===== src/rtl/alu_cmd_seq.sv =====
// rtl/alu_cmd_seq.sv - issues a stored ALU program one entry per cycle and captures the final accumulator
// Define ALU_SEQ_ZERO_HALT_EN to end a run early once the ALU zero flag rises.
module alu_cmd_seq #(
  parameter int WIDTH  = 8,
  parameter int DEPTH  = 8,
  parameter int ZF_BIT = 0,
  localparam int AW    = $clog2(DEPTH)
) (
  input  logic             clk,
  input  logic             rst_n,
  input  logic             wr_en,
  input  logic [AW-1:0]    wr_addr,
  input  logic [WIDTH+2:0] wr_data,
  input  logic             start,
  input  logic [AW:0]      len,
  output logic [2:0]       alu_control,
  output logic [WIDTH-1:0] alu_in,
  input  logic [WIDTH-1:0] alu_acc,
  input  logic [3:0]       alu_flags,
  output logic             busy,
  output logic             done,
  output logic [WIDTH-1:0] result,
  output logic [3:0]       result_flags,
  output logic             halted
);

  localparam logic [2:0]  OP_HOLD = 3'd0;
  localparam logic [AW:0] DEPTH_W = (AW+1)'(DEPTH);
`ifdef ALU_SEQ_ZERO_HALT_EN
  localparam bit HALT_EN = 1'b1;
`else
  localparam bit HALT_EN = 1'b0;
`endif

  typedef enum logic [1:0] {IDLE, ISSUE, WAIT, DONE} state_t;

  state_t           state, state_n;
  logic [WIDTH+2:0] prog [DEPTH];
  logic [WIDTH+2:0] entry;
  logic [AW:0]      pc, pc_inc, len_q, len_clamped;
  logic             halted_q, zero_hit;

  assign busy        = (state == ISSUE) || (state == WAIT);
  assign done        = (state == DONE);
  assign halted      = halted_q;
  assign pc_inc      = pc + 1'b1;
  assign len_clamped = (len > DEPTH_W) ? DEPTH_W : len;
  assign entry       = prog[pc[AW-1:0]];
  // Flags are registered by the ALU, so at pc>=1 they reflect the previously issued entry.
  assign zero_hit    = HALT_EN && (state == ISSUE) && (pc != '0) && alu_flags[ZF_BIT];

  always_ff @(posedge clk) begin
    if (wr_en && !busy) prog[wr_addr] <= wr_data;
  end

  always_ff @(posedge clk or negedge rst_n) begin
    if (!rst_n) begin
      state        <= IDLE;
      pc           <= '0;
      len_q        <= '0;
      result       <= '0;
      result_flags <= '0;
      halted_q     <= 1'b0;
    end else begin
      state <= state_n;
      case (state)
        IDLE: if (start) begin
          pc       <= '0;
          len_q    <= len_clamped;
          halted_q <= 1'b0;
        end
        ISSUE: begin
          pc <= pc_inc;
          if (zero_hit) halted_q <= 1'b1;
        end
        WAIT: begin
          result       <= alu_acc;
          result_flags <= alu_flags;
        end
        default: ;
      endcase
    end
  end

  always_comb begin
    state_n     = state;
    alu_control = OP_HOLD;
    alu_in      = '0;
    case (state)
      IDLE: if (start) state_n = (len_clamped == '0) ? DONE : ISSUE;
      ISSUE: begin
        if (zero_hit) begin
          state_n = WAIT;
        end else begin
          alu_control = entry[WIDTH+2:WIDTH];
          alu_in      = entry[WIDTH-1:0];
          if (pc_inc == len_q) state_n = WAIT;
        end
      end
      WAIT:    state_n = DONE;
      DONE:    state_n = IDLE;
      default: state_n = IDLE;
    endcase
  end

endmodule


===== config.mk =====
export PLATFORM = sky130hd
export DESIGN_NAME = alu_cmd_seq
export DESIGN_NICKNAME = d
export VERILOG_FILES = /design/src/rtl/alu_cmd_seq.sv
export SDC_FILE = /design/constraint.sdc
export NUM_CORES = 1
export LEC_CHECK = 0
export ABC_CLOCK_PERIOD_IN_PS = 4800
export BUFFER_PORTS_ARGS = -buffer_cell sky130_fd_sc_hd__buf_2
export CORE_MARGIN = 5
export CORE_UTILIZATION = 55
export DETAILED_ROUTE_END_ITERATION = 7
export PLACE_DENSITY = 0.77
export SLEW_MARGIN = 20
export SYNTH_ARGS = -nofsm -noshare
export SYNTH_HDL_FRONTEND = slang
export SYNTH_SLANG_ARGS = --single-unit

===== constraint.sdc =====
create_clock -name clk -period 4.8 [get_ports clk]
set_input_delay 0.24 -clock clk [delete_from_list [all_inputs] [get_ports clk]]
set_output_delay 0.24 -clock clk [all_outputs]
set_load 0.01 [all_outputs]

==> results of run 1 <==
==> report_power, final <==
part | switching, mW | internal (mW) | leakage [nW]
clock network | 0.302 | 0.348 | 0.120
logic | 0.474 | 0.403 | 0.717
registers | 0.0875 | 1.16 | 1.06
==> stage by stage <==
step | cell area (sq um) | setup slack (ns)
after floorplan | 4540 | 2.33
after global placement | 4920 | 2.45
after detailed placement | 4920 | 2.42
after CTS | 5180 | 2.25
after global routing | 5180 | 2.17
final | 5180 | 2.30
==> flip-flops by register name (all words and copies together), names as in the netlist <==
register and cells:
prog 88, result_flags 4, state 2, len_q 4, pc 4, result 8
==> layer usage <==
metal / up-vias / GRT usage, % / routed length, um / share of wire (%)
met5: - / 0 / 0 / 0
met4: 0 / 6.53 / 98 / 1.1
met3: 8 / 3.11 / 682 / 7.8
met2: 116 / 29.3 / 4340 / 50
met1: 1269 / 25.5 / 3610 / 41
li1: 1139 / - / - / -
==> critical path, cell delays in order (launching register included) <==
cell and delay [ns]:
dfrtp_1 1.07, mux4_2 0.38, nand2_1 0.06, a21oi_1 0.23, buf_2 0.18
==> cells in the final DEF (no fill, tap or decap), drive strengths merged, types with 2 or more instances in the layout <==
master / synthesis / routed
nor3: 6 / 6
clkbuf: 1 / 9
dfrtp: 22 / 22
mux4: 22 / 22
clkinv: 0 / 2
inv: 6 / 7
xnor2: 2 / 2
ha: 5 / 5
bufinv: 0 / 3
buf: 10 / 64
mux2: 13 / 13
nand2b: 5 / 5
a21oi: 12 / 12
o21ai: 6 / 6
nor2: 8 / 8
edfxtp: 88 / 88
nand3: 4 / 4
nand2: 32 / 32
xor2: 3 / 3
==> kinds of logic (layout without fill, tap and decap cells) <==
logic type               count (synthesis)  count (layout)  synth area share [%]
buffers and inverters                   17              87                  2.43
XOR/XNOR                                 6               6                  1.49
multiplexers                            36              36                  14.4
AO/OA/AOI/OAI                           26              26                  3.42
flip-flops                             110             110                  70.4
AND/OR/NAND/NOR                         62              62                  6.43
other                                    1               1                0.0827
adder cells (fa/ha/maj)                  5               5                  1.38
==> how the worst max path moves through the flow <==
| stage | to | cells past startpoint | slack, ns | from |
|---|---|---|---|---|
| CTS | alu_control[2] | 4 | 2.25 | pc[1] |
| global route | alu_in[0] | 4 | 2.17 | pc[1] |
| floorplan | prog[4][0] | 3 | 2.33 | state[0] |
| finish | alu_in[0] | 4 | 2.30 | pc[1] |
| detailed placement | prog[7][5] | 5 | 2.42 | state[0] |
| global placement | prog[3][5] | 5 | 2.45 | state[0] |
==> area by class of cell <==
| type | instances | area [sq um] | share of cell area [%] |
|---|---|---|---|
| clock inverter | 7 | 120 | 2.32 |
| inverter | 6 | 22.5 | 0.435 |
| tap | 105 | 131 | 2.54 |
| multi-input combinational | 136 | 1250 | 24.0 |
| sequential | 110 | 3190 | 61.6 |
| timing repair buffer | 65 | 345 | 6.66 |
| clock buffer | 9 | 124 | 2.39 |
==> repair_timing <==
item	CTS	global route
endpoints found under the hold margin	22	0
setup endpoints to repair	0	0
hold buffers	1	0
==> results.py, run 1 <==
metrics = {
    "run_status": {
        "status": "finished clean",
    },
    "cts": {
        "clock_tree.buffer_depth": 2,
        "post-cts-setup-buffer-count": 0,
        "post_cts_resize_count": 0,
        "clock_slew_at_reported_path_ffs_ns": 0.10,
        "cts.htree.levels": 3,
        "cts_buffers": 9,
        "cts_tree": "done",
        "cts_root_buffer": "clkbuf_8",
        "tritoncts_num_sinks": 110,
        "clk_latency_ns": 0.36,
    },
    "sta": {
        "worst_slew_margin_rel_pct": 27.7,
        "timing.setup.tns_ns": 0,
        "tightestPinTransition_ns": 1.08,
        "finClkSkew_ns": 0.00573,
        "slew_viol_final": 0,
        "timing.final.crit_period_ns": 2.50,
        "grt_setup_unrepaired": "false",
        "timing.hold.ws_ns": 0.0975,
        "fmax_ghz": 0.400,
        "setup_violations": 0,
        "fin_crit_sh_pct": 52.1,
        "hold_violations": 0,
    },
    "setup_path": {
        "worstPathRequired_ns": 4.56,
        "depth_of_the_worst_register_to_register_path": 6,
        "worst-r2r-setup-slack_ns": 2.36,
        "cp_data_arrival_time_ns": 2.26,
        "critPathMaxFanout": 25,
        "crit_path_end_kind": "output port",
        "cp-start-kind": "flop",
        "r2r-end": "prog[6][1]",
        "path_class": "flop to output port",
        "r2r_start": "state[0]",
    },
    "yosys": {
        "synth.most_common_cell": "edfxtp_1",
        "ys_seq_elements": 110,
        "syn-cell-area_sq_um": 4540,
        "post_synth_inst_count": 263,
        "ys_seq_area_share_pct": 70.4,
        "asyncSetResetFlopFracSynth_pct": 20.0,
        "syn_warnings": 0,
        "yosys.cell_types.count": 43,
        "synth_flop_cell": "edfxtp_1",
        "synth_edf_count": 88,
        "synthDominantCellAreaShare_pct": 58.3,
        "synth_nets": 302,
        "ys_top_cells_by_count": "88 x edfxtp_1, 32 x nand2_1, 22 x dfrtp_1, 22 x mux4_2, 13 x mux2_1",
        "netlist_top_cells_area": "edfxtp_1 58%, dfrtp_1 12%, mux4_2 11%, mux2_1 3.2%, nand2_1 2.6%",
        "synth_area_per_cell_sq_um": 17.2,
        "synth_top_cell_by_area": "edfxtp_1",
    },
    "power": {
        "p_leak_nw": 1.90,
        "power.density_cell_area_nw_per_um2": 535,
        "ir_drop_uv": 211,
        "totalPowerFinal_mw": 2.77,
    },
    "die": {
        "ios": 60,
        "start_util_pct": 55.8,
        "die_height_um": 101,
        "placement_rows": 33,
        "design.die.area_sq_um": 10200,
        "die_w_um": 101,
        "floorplan.core_area_sq_um": 8130,
    },
    "hold_path": {
        "worstHoldPathType": "primary input to flop",
        "min_delay_worst_endpoint": "result[7]",
        "worstHoldPathCells": 2,
        "hold_path.startpoint": "alu_acc[7]",
    },
    "global_route": {
        "globalRouteOverflowTotal": 0,
        "grt_antenna_before_repair": 0,
        "grt_start_max_net_pins": 28,
        "vias_in_the_first_global_route": 2582,
        "grt_use_total_pct": 18.3,
        "grt_pass1_wl_mm": 13.7,
    },
    "route": {
        "drt_pass1_iterations": 4,
        "post_drt_via_cell_ratio": 5.78,
        "totalWireLength_mm": 8.72,
        "number_of_violations_reported_at_the_end_of_detailed_routing_iteration_0": 97,
        "drc": 0,
        "wl_per_cell_um": 19.9,
        "antenna_violating_nets_post_route": 0,
        "via_count": 2532,
    },
    "placement": {
        "place_congestion": 0.897,
        "placed_cells_incl_taps": 421,
        "dp_hpwl_mm": 5.73,
        "port-buffer-count": 58,
    },
    "final_layout": {
        "layout.filler_cells": 588,
        "final_layout_size_suffix_gt1_share_pct": 33.0,
        "layoutNonFillerInstCount": 438,
        "antennaDiodeCount": 0,
        "finalNetCount": 367,
        "finalCoreUtilization_pct": 63.7,
        "syn2layout_area_growth_pct": 14.3,
    },
    "job": {
        "number_of_max_capacitance_violations_reported": 0,
    },
}
No activity file was read; power rests on OpenSTA's default activity.
==> run 2: changes to the inputs <==
- ABC_AREA: unset -> 1
- ABC_CLOCK_PERIOD_IN_PS: 4800 -> 2240
- CORE_UTILIZATION: 55 -> 51
- PLACE_DENSITY: 0.77 -> 0.75
- clock period: 4.8 -> 2.24 ns (I/O delays scaled with it)
==> results.py, run 2 <==
metrics = {
    "run_status": {
        "status": "finished clean",
    },
    "sta": {
        "finClkSkew_ns": 0.00773,
        "tightestPinTransition_ns": 0.627,
        "timing.setup.tns_ns": 0,
        "timing.final.ws_setup_ns": 0.110,
        "slew_viol_final": 0,
        "hold_violations": 0,
        "timing.final.crit_period_ns": 2.13,
        "worst_slew_margin_rel_pct": 58.2,
        "setup_violations": 0,
        "fin_crit_sh_pct": 95.1,
        "grt_setup_unrepaired": "false",
        "fmax_ghz": 0.469,
    },
    "cts": {
        "clk_latency_ns": 0.37,
        "cts_buffers": 9,
        "tritoncts_num_sinks": 110,
        "clock_slew_at_reported_path_ffs_ns": 0.11,
        "post-cts-setup-buffer-count": 0,
        "clock_tree.buffer_depth": 2,
        "cts_root_buffer": "clkbuf_8",
        "cts.htree.levels": 3,
        "cts_tree": "done",
    },
    "global_route": {
        "grt_start_max_net_pins": 43,
        "globalRouteOverflowTotal": 0,
        "grt_pass1_wl_mm": 17.6,
        "grt_antenna_before_repair": 0,
        "grt_use_total_pct": 20.7,
        "vias_in_the_first_global_route": 3178,
    },
    "route": {
        "post_drt_via_cell_ratio": 5.60,
        "via_count": 3320,
        "number_of_violations_reported_at_the_end_of_detailed_routing_iteration_0": 371,
        "drt_pass1_iterations": 5,
        "drc": 0,
        "antenna_violating_nets_post_route": 0,
        "wl_per_cell_um": 18.8,
        "totalWireLength_mm": 11.1,
    },
    "yosys": {
        "synth_edf_count": 88,
        "synth.most_common_cell": "edfxtp_1",
        "syn_warnings": 0,
        "synth_flop_cell": "edfxtp_1",
        "ys_seq_elements": 110,
        "yosys.cell_types.count": 26,
        "synth_nets": 439,
        "post_synth_inst_count": 400,
        "synth_top_cell_by_area": "edfxtp_1",
        "synth_area_per_cell_sq_um": 11.4,
        "ys_top_cells_by_count": "88 x edfxtp_1, 77 x nor2_1, 66 x nand2_1",
        "netlist_top_cells_area": "edfxtp_1 58%, dfrtp_1 12%, nor2_1 6.4%, o21ai_0 6.0%, nand2_1 5.5%",
        "asyncSetResetFlopFracSynth_pct": 20.0,
        "syn-cell-area_sq_um": 4540,
        "synthDominantCellAreaShare_pct": 58.2,
        "ys_seq_area_share_pct": 70.3,
    },
    "setup_path": {
        "critPathMaxFanout": 42,
        "r2r-end": "prog[2][2]",
        "worstPathRequired_ns": 2.13,
        "r2r_start": "state[0]",
        "depth_of_the_worst_register_to_register_path": 6,
        "critical_path.endpoint": "alu_in[1]",
        "critPathLaunch": "pc[0]",
        "worst-r2r-setup-slack_ns": 0.50,
        "path_class": "flop to output port",
        "crit_path_end_kind": "output port",
        "cp-start-kind": "flop",
        "cp_data_arrival_time_ns": 2.02,
    },
    "final_layout": {
        "largest_register_ffs": 88,
        "largest-register": "prog",
        "largestRegisters": "prog x88, result x8",
        "syn2layout_area_growth_pct": 17.6,
        "finalInstanceArea_sq_um": 5340,
        "most_common_library_cell_in_the_layout_ignoring_fill_and_taps": "edfxtp_1",
        "layout.filler_cells": 674,
        "antennaDiodeCount": 0,
        "layoutNonFillerInstCount": 593,
        "final_layout_size_suffix_gt1_share_pct": 20.0,
        "mostFrequentLayoutCells": "88 x edfxtp_1, 77 x nor2_1, 66 x nand2_1",
        "finalNetCount": 519,
    },
    "power": {
        "totalPowerFinal_mw": 6.04,
        "p_leak_nw": 2.15,
        "power.density_cell_area_nw_per_um2": 1130,
        "ir_drop_uv": 542,
    },
    "job": {
        "number_of_max_capacitance_violations_reported": 0,
    },
    "placement": {
        "port-buffer-count": 58,
        "placed_cells_incl_taps": 561,
        "place_congestion": 0.848,
        "dp_hpwl_mm": 7.20,
        "post-place-ws_ns": 0.457,
        "post_dp_cell_area_sq_um": 4970,
    },
    "die": {
        "ios": 60,
        "die_height_um": 104,
        "design.die.area_sq_um": 10900,
        "floorplan.core_area_sq_um": 8720,
        "start_util_pct": 52.1,
        "placement_rows": 34,
        "die_w_um": 104,
    },
    "hold_path": {
        "worstHoldPathType": "primary input to flop",
    },
}
run 2: kinds of logic (layout without fill, tap and decap cells):
| family | after synthesis | in the layout | share of synthesized area (%) |
|---|---|---|---|
| compound gates | 87 | 87 | 10.4 |
| xor+xnor | 1 | 1 | 0.193 |
| fa+ha+maj | 5 | 5 | 1.38 |
| buf+inv | 40 | 125 | 4.19 |
| flops | 110 | 110 | 70.3 |
| other cells | 1 | 1 | 0.0826 |
| simple gates | 156 | 156 | 13.5 |
run 2: what timing repair did:
item                       CTS  global route
resized for setup            0             3
setup endpoints to repair    0            11
hold buffers                16             0
hold endpoints to repair    37             0
run 2: report_power, final:
part / total, mW / switching (mW) / internal [mW]
Clock: 1.23 / 0.690 / 0.535
Sequential: 2.65 / 0.170 / 2.48
Combinational: 2.17 / 1.41 / 0.766
run 2: metal layers:
metal | track usage [%] | part of all wire [%]
met4 | 5.83 | 1.6
met5 | 0 | 0
met3 | 4.66 | 8.4
met2 | 32.2 | 47
met1 | 29.3 | 43
run 2: worst min-delay path by stage:
| stage | startpoint | to | slack [ns] | depth (start not counted) |
|---|---|---|---|---|
| global placement | rst_n | result_flags[1] | 0.1 | 1 |
| global route | wr_data[9] | prog[3][9] | 0.03 | 1 |
| CTS | wr_data[9] | prog[0][9] | 0.02 | 1 |
| detailed placement | rst_n | result_flags[1] | 0.11 | 1 |
| finish | wr_data[1] | prog[3][1] | 0.03 | 1 |
| floorplan | rst_n | len_q[0] | -0.18 | 0 |
run 2: layout make-up:
type / count / area [sq um] / share of cell area [%]
well taps: 108 / 135 / 2.53
inverters: 19 / 73.8 / 1.38
flip-flops and latches: 110 / 3190 / 59.8
clock buffers: 9 / 124 / 2.32
multi-input cells: 250 / 1160 / 21.7
repair buffers: 90 / 574 / 10.8
clock inverters: 7 / 81.3 / 1.52
run 2: through the flow:
step | util [%] | hold slack [ns]
after detailed placement | 57.0 | 0.110
after global routing | 61.2 | 0.0255
after global placement | 57.0 | 0.0989
after CTS | 61.2 | 0.0231
final | 61.2 | 0.0260
after floorplan | - | -0.184
run 2: worst max-delay path, cell delays in order (launching register included):
cell and delay (ns):
dfrtp_1 0.56, buf_6 0.34, o21ai_0 0.14, o22ai_1 0.16, o21ai_0 0.10, nor2_1 0.19, buf_2 0.16
==> run 3: changes to the inputs <==
- ABC_CLOCK_PERIOD_IN_PS: 2240 -> 2400
- CORE_UTILIZATION: 51 -> 55
- PLACE_DENSITY: 0.75 -> 0.77
- clock period: 2.24 -> 2.4 ns (I/O delays scaled with it)
==> results.py, run 3 (synthesized netlist as in run 2, its figures left out) <==
metrics = {
    "sta": {
        "timing.final.ws_setup_ns": 0.255,
        "worst_slew_margin_rel_pct": 59.8,
        "grt_setup_unrepaired": "false",
        "fmax_ghz": 0.466,
        "fin_crit_sh_pct": 89.4,
        "finClkSkew_ns": 0.00932,
        "hold_violations": 0,
        "setup_violations": 0,
        "tightestPinTransition_ns": 0.603,
        "timing.setup.tns_ns": 0,
        "timing.final.crit_period_ns": 2.14,
        "slew_viol_final": 0,
    },
    "cts": {
        "cts_tree": "done",
        "clock_tree.buffer_depth": 2,
        "clock_slew_at_reported_path_ffs_ns": 0.11,
        "cts_buffers": 9,
        "cts_root_buffer": "clkbuf_8",
        "cts.htree.levels": 3,
        "post_cts_resize_count": 0,
        "clk_latency_ns": 0.37,
        "tritoncts_num_sinks": 110,
    },
    "setup_path": {
        "critPathTopFamily": "flip-flops",
        "worst-r2r-setup-slack_ns": 0.59,
        "crit_path_end_kind": "output port",
        "worst-path-buf-inv": 2,
        "timing.critical_path.cells": "buf_4 -> o21ai_0 -> o22ai_1 -> o21ai_0 -> nor2_1 -> buf_2",
        "path_class": "flop to output port",
        "cp_data_arrival_time_ns": 2.02,
        "critPathMaxFanout": 28,
        "slowest_stage": "dfrtp_1",
        "worstPathRequired_ns": 2.28,
        "cp-start-kind": "flop",
        "critical_path.max_stage_delay_ns": 0.56,
        "path_common_cell": "o21ai_0",
    },
    "global_route": {
        "grt-busiest-layer": "met1",
        "grt_antenna_before_repair": 0,
        "grtUsageMet1_pct": 35.1,
        "globalRouteOverflowTotal": 0,
        "grt_use_met2_pct": 32.2,
        "vias_in_the_first_global_route": 3083,
        "grt_start_max_net_pins": 29,
        "grt_pass1_wl_mm": 17.0,
        "grt_use_total_pct": 22.9,
        "groute.layer.met3.usage_pct": 5.26,
    },
    "final_layout": {
        "syn2layout_area_growth_pct": 16.7,
        "largest-register": "prog",
        "final_layout_size_suffix_gt1_share_pct": 19.7,
        "largest_register_ffs": 88,
        "most_common_library_cell_in_the_layout_ignoring_fill_and_taps": "edfxtp_1",
        "largestRegisters": "prog x88, result x8",
        "finalNetCount": 516,
        "mostFrequentLayoutCells": "88 x edfxtp_1, 77 x nor2_1, 66 x nand2_1",
        "antennaDiodeCount": 0,
    },
    "die": {
        "floorplan.core_area_sq_um": 8130,
        "design.die.area_sq_um": 10200,
        "start_util_pct": 55.8,
        "placement_rows": 33,
        "die_height_um": 101,
        "die_w_um": 101,
        "ios": 60,
    },
    "route": {
        "via_count": 3375,
        "drt_pass1_iterations": 8,
        "number_of_violations_reported_at_the_end_of_detailed_routing_iteration_0": 621,
        "antenna_violating_nets_post_route": 0,
        "wl_per_cell_um": 19.1,
        "drc": 0,
        "post_drt_via_cell_ratio": 5.75,
        "totalWireLength_mm": 11.2,
    },
    "job": {
        "number_of_max_capacitance_violations_reported": 0,
    },
    "placement": {
        "post-place-ws_ns": 0.597,
        "dp_hpwl_mm": 7.60,
        "place_congestion": 0.854,
        "port-buffer-count": 58,
    },
    "power": {
        "p_leak_nw": 2.13,
        "power.density_cell_area_nw_per_um2": 1050,
        "ir_drop_uv": 409,
    },
    "hold_path": {
        "worstHoldPathType": "primary input to flop",
    },
    "run_status": {
        "status": "finished clean",
    },
}
run 3: cell types whose count changed in the layout (fill, tap and decap cells not counted), sizes merged:
| cell | change |
|---|---|
| buf | -2 |
| bufinv | -1 |
| clkinv | +2 |
| clkinvlp | -1 |
| dlygate4sd3 | -1 |
run 3: where the power goes:
part	switching [mW]	internal (mW)	total, mW
clock	0.689	0.412	1.10
combinational	1.30	0.698	2.00
sequential	0.179	2.31	2.49
run 3: per-stage QoR:
stage	hold WS [ns]	instance area (sq um)	utilization (%)	total power, mW	std cells
2_1_floorplan	-0.176	4540	-	3.83	400
3_3_place_gp	0.104	4950	60.9	4.41	556
3_5_place_dp	0.110	4950	60.9	4.48	556
4_1_cts	0.0115	5300	65.2	5.57	587
5_1_grt	0.0157	5300	65.2	5.92	587
6_report	0.0163	5300	65.2	5.59	587
run 3: worst register-to-register path: cells and delay by family, from the launching register on:
kind	cells	cell delay, ns
adders and majority gates	1	0.32
buffers and inverters	2	0.29
DFF	1	0.41
and+or+nand+nor	3	0.51
run 3: final cells by class:
type,instances,area (sq um)
Multi-Input combinational cell,250,1160
Tap cell,105,131
Timing Repair Buffer,87,546
Fill cell,610,2830
Clock buffer,9,124
Sequential cell,110,3190
Inverter,19,71.3
Clock inverter,7,77.6
run 3: path summary, 6_finish.rpt:
check / from / end / cells past startpoint
hold reg to reg: result_flags[2] / result_flags[2] / 2
max in group asynchronous: rst_n / result_flags[1] / 2
setup / recovery: pc[0] / alu_in[1] / 6
setup reg to reg: state[0] / prog[5][7] / 6
min in group asynchronous: rst_n / result[7] / 2
hold / removal: len[0] / len_q[0] / 3
run 3: what timing repair did:
item / 4_1_cts / 5_1_grt
hold buffers: 15 / 0
buffers inserted: 0 / 0
endpoints found under the hold margin: 36 / 0
run 3: metal layers:
metal | part of all wire, % | vias to the layer above
met2 | 43 | 229
li1 | - | 1539
met1 | 42 | 1576
met5 | 0 | -
met3 | 12 | 31
met4 | 3.3 | 0
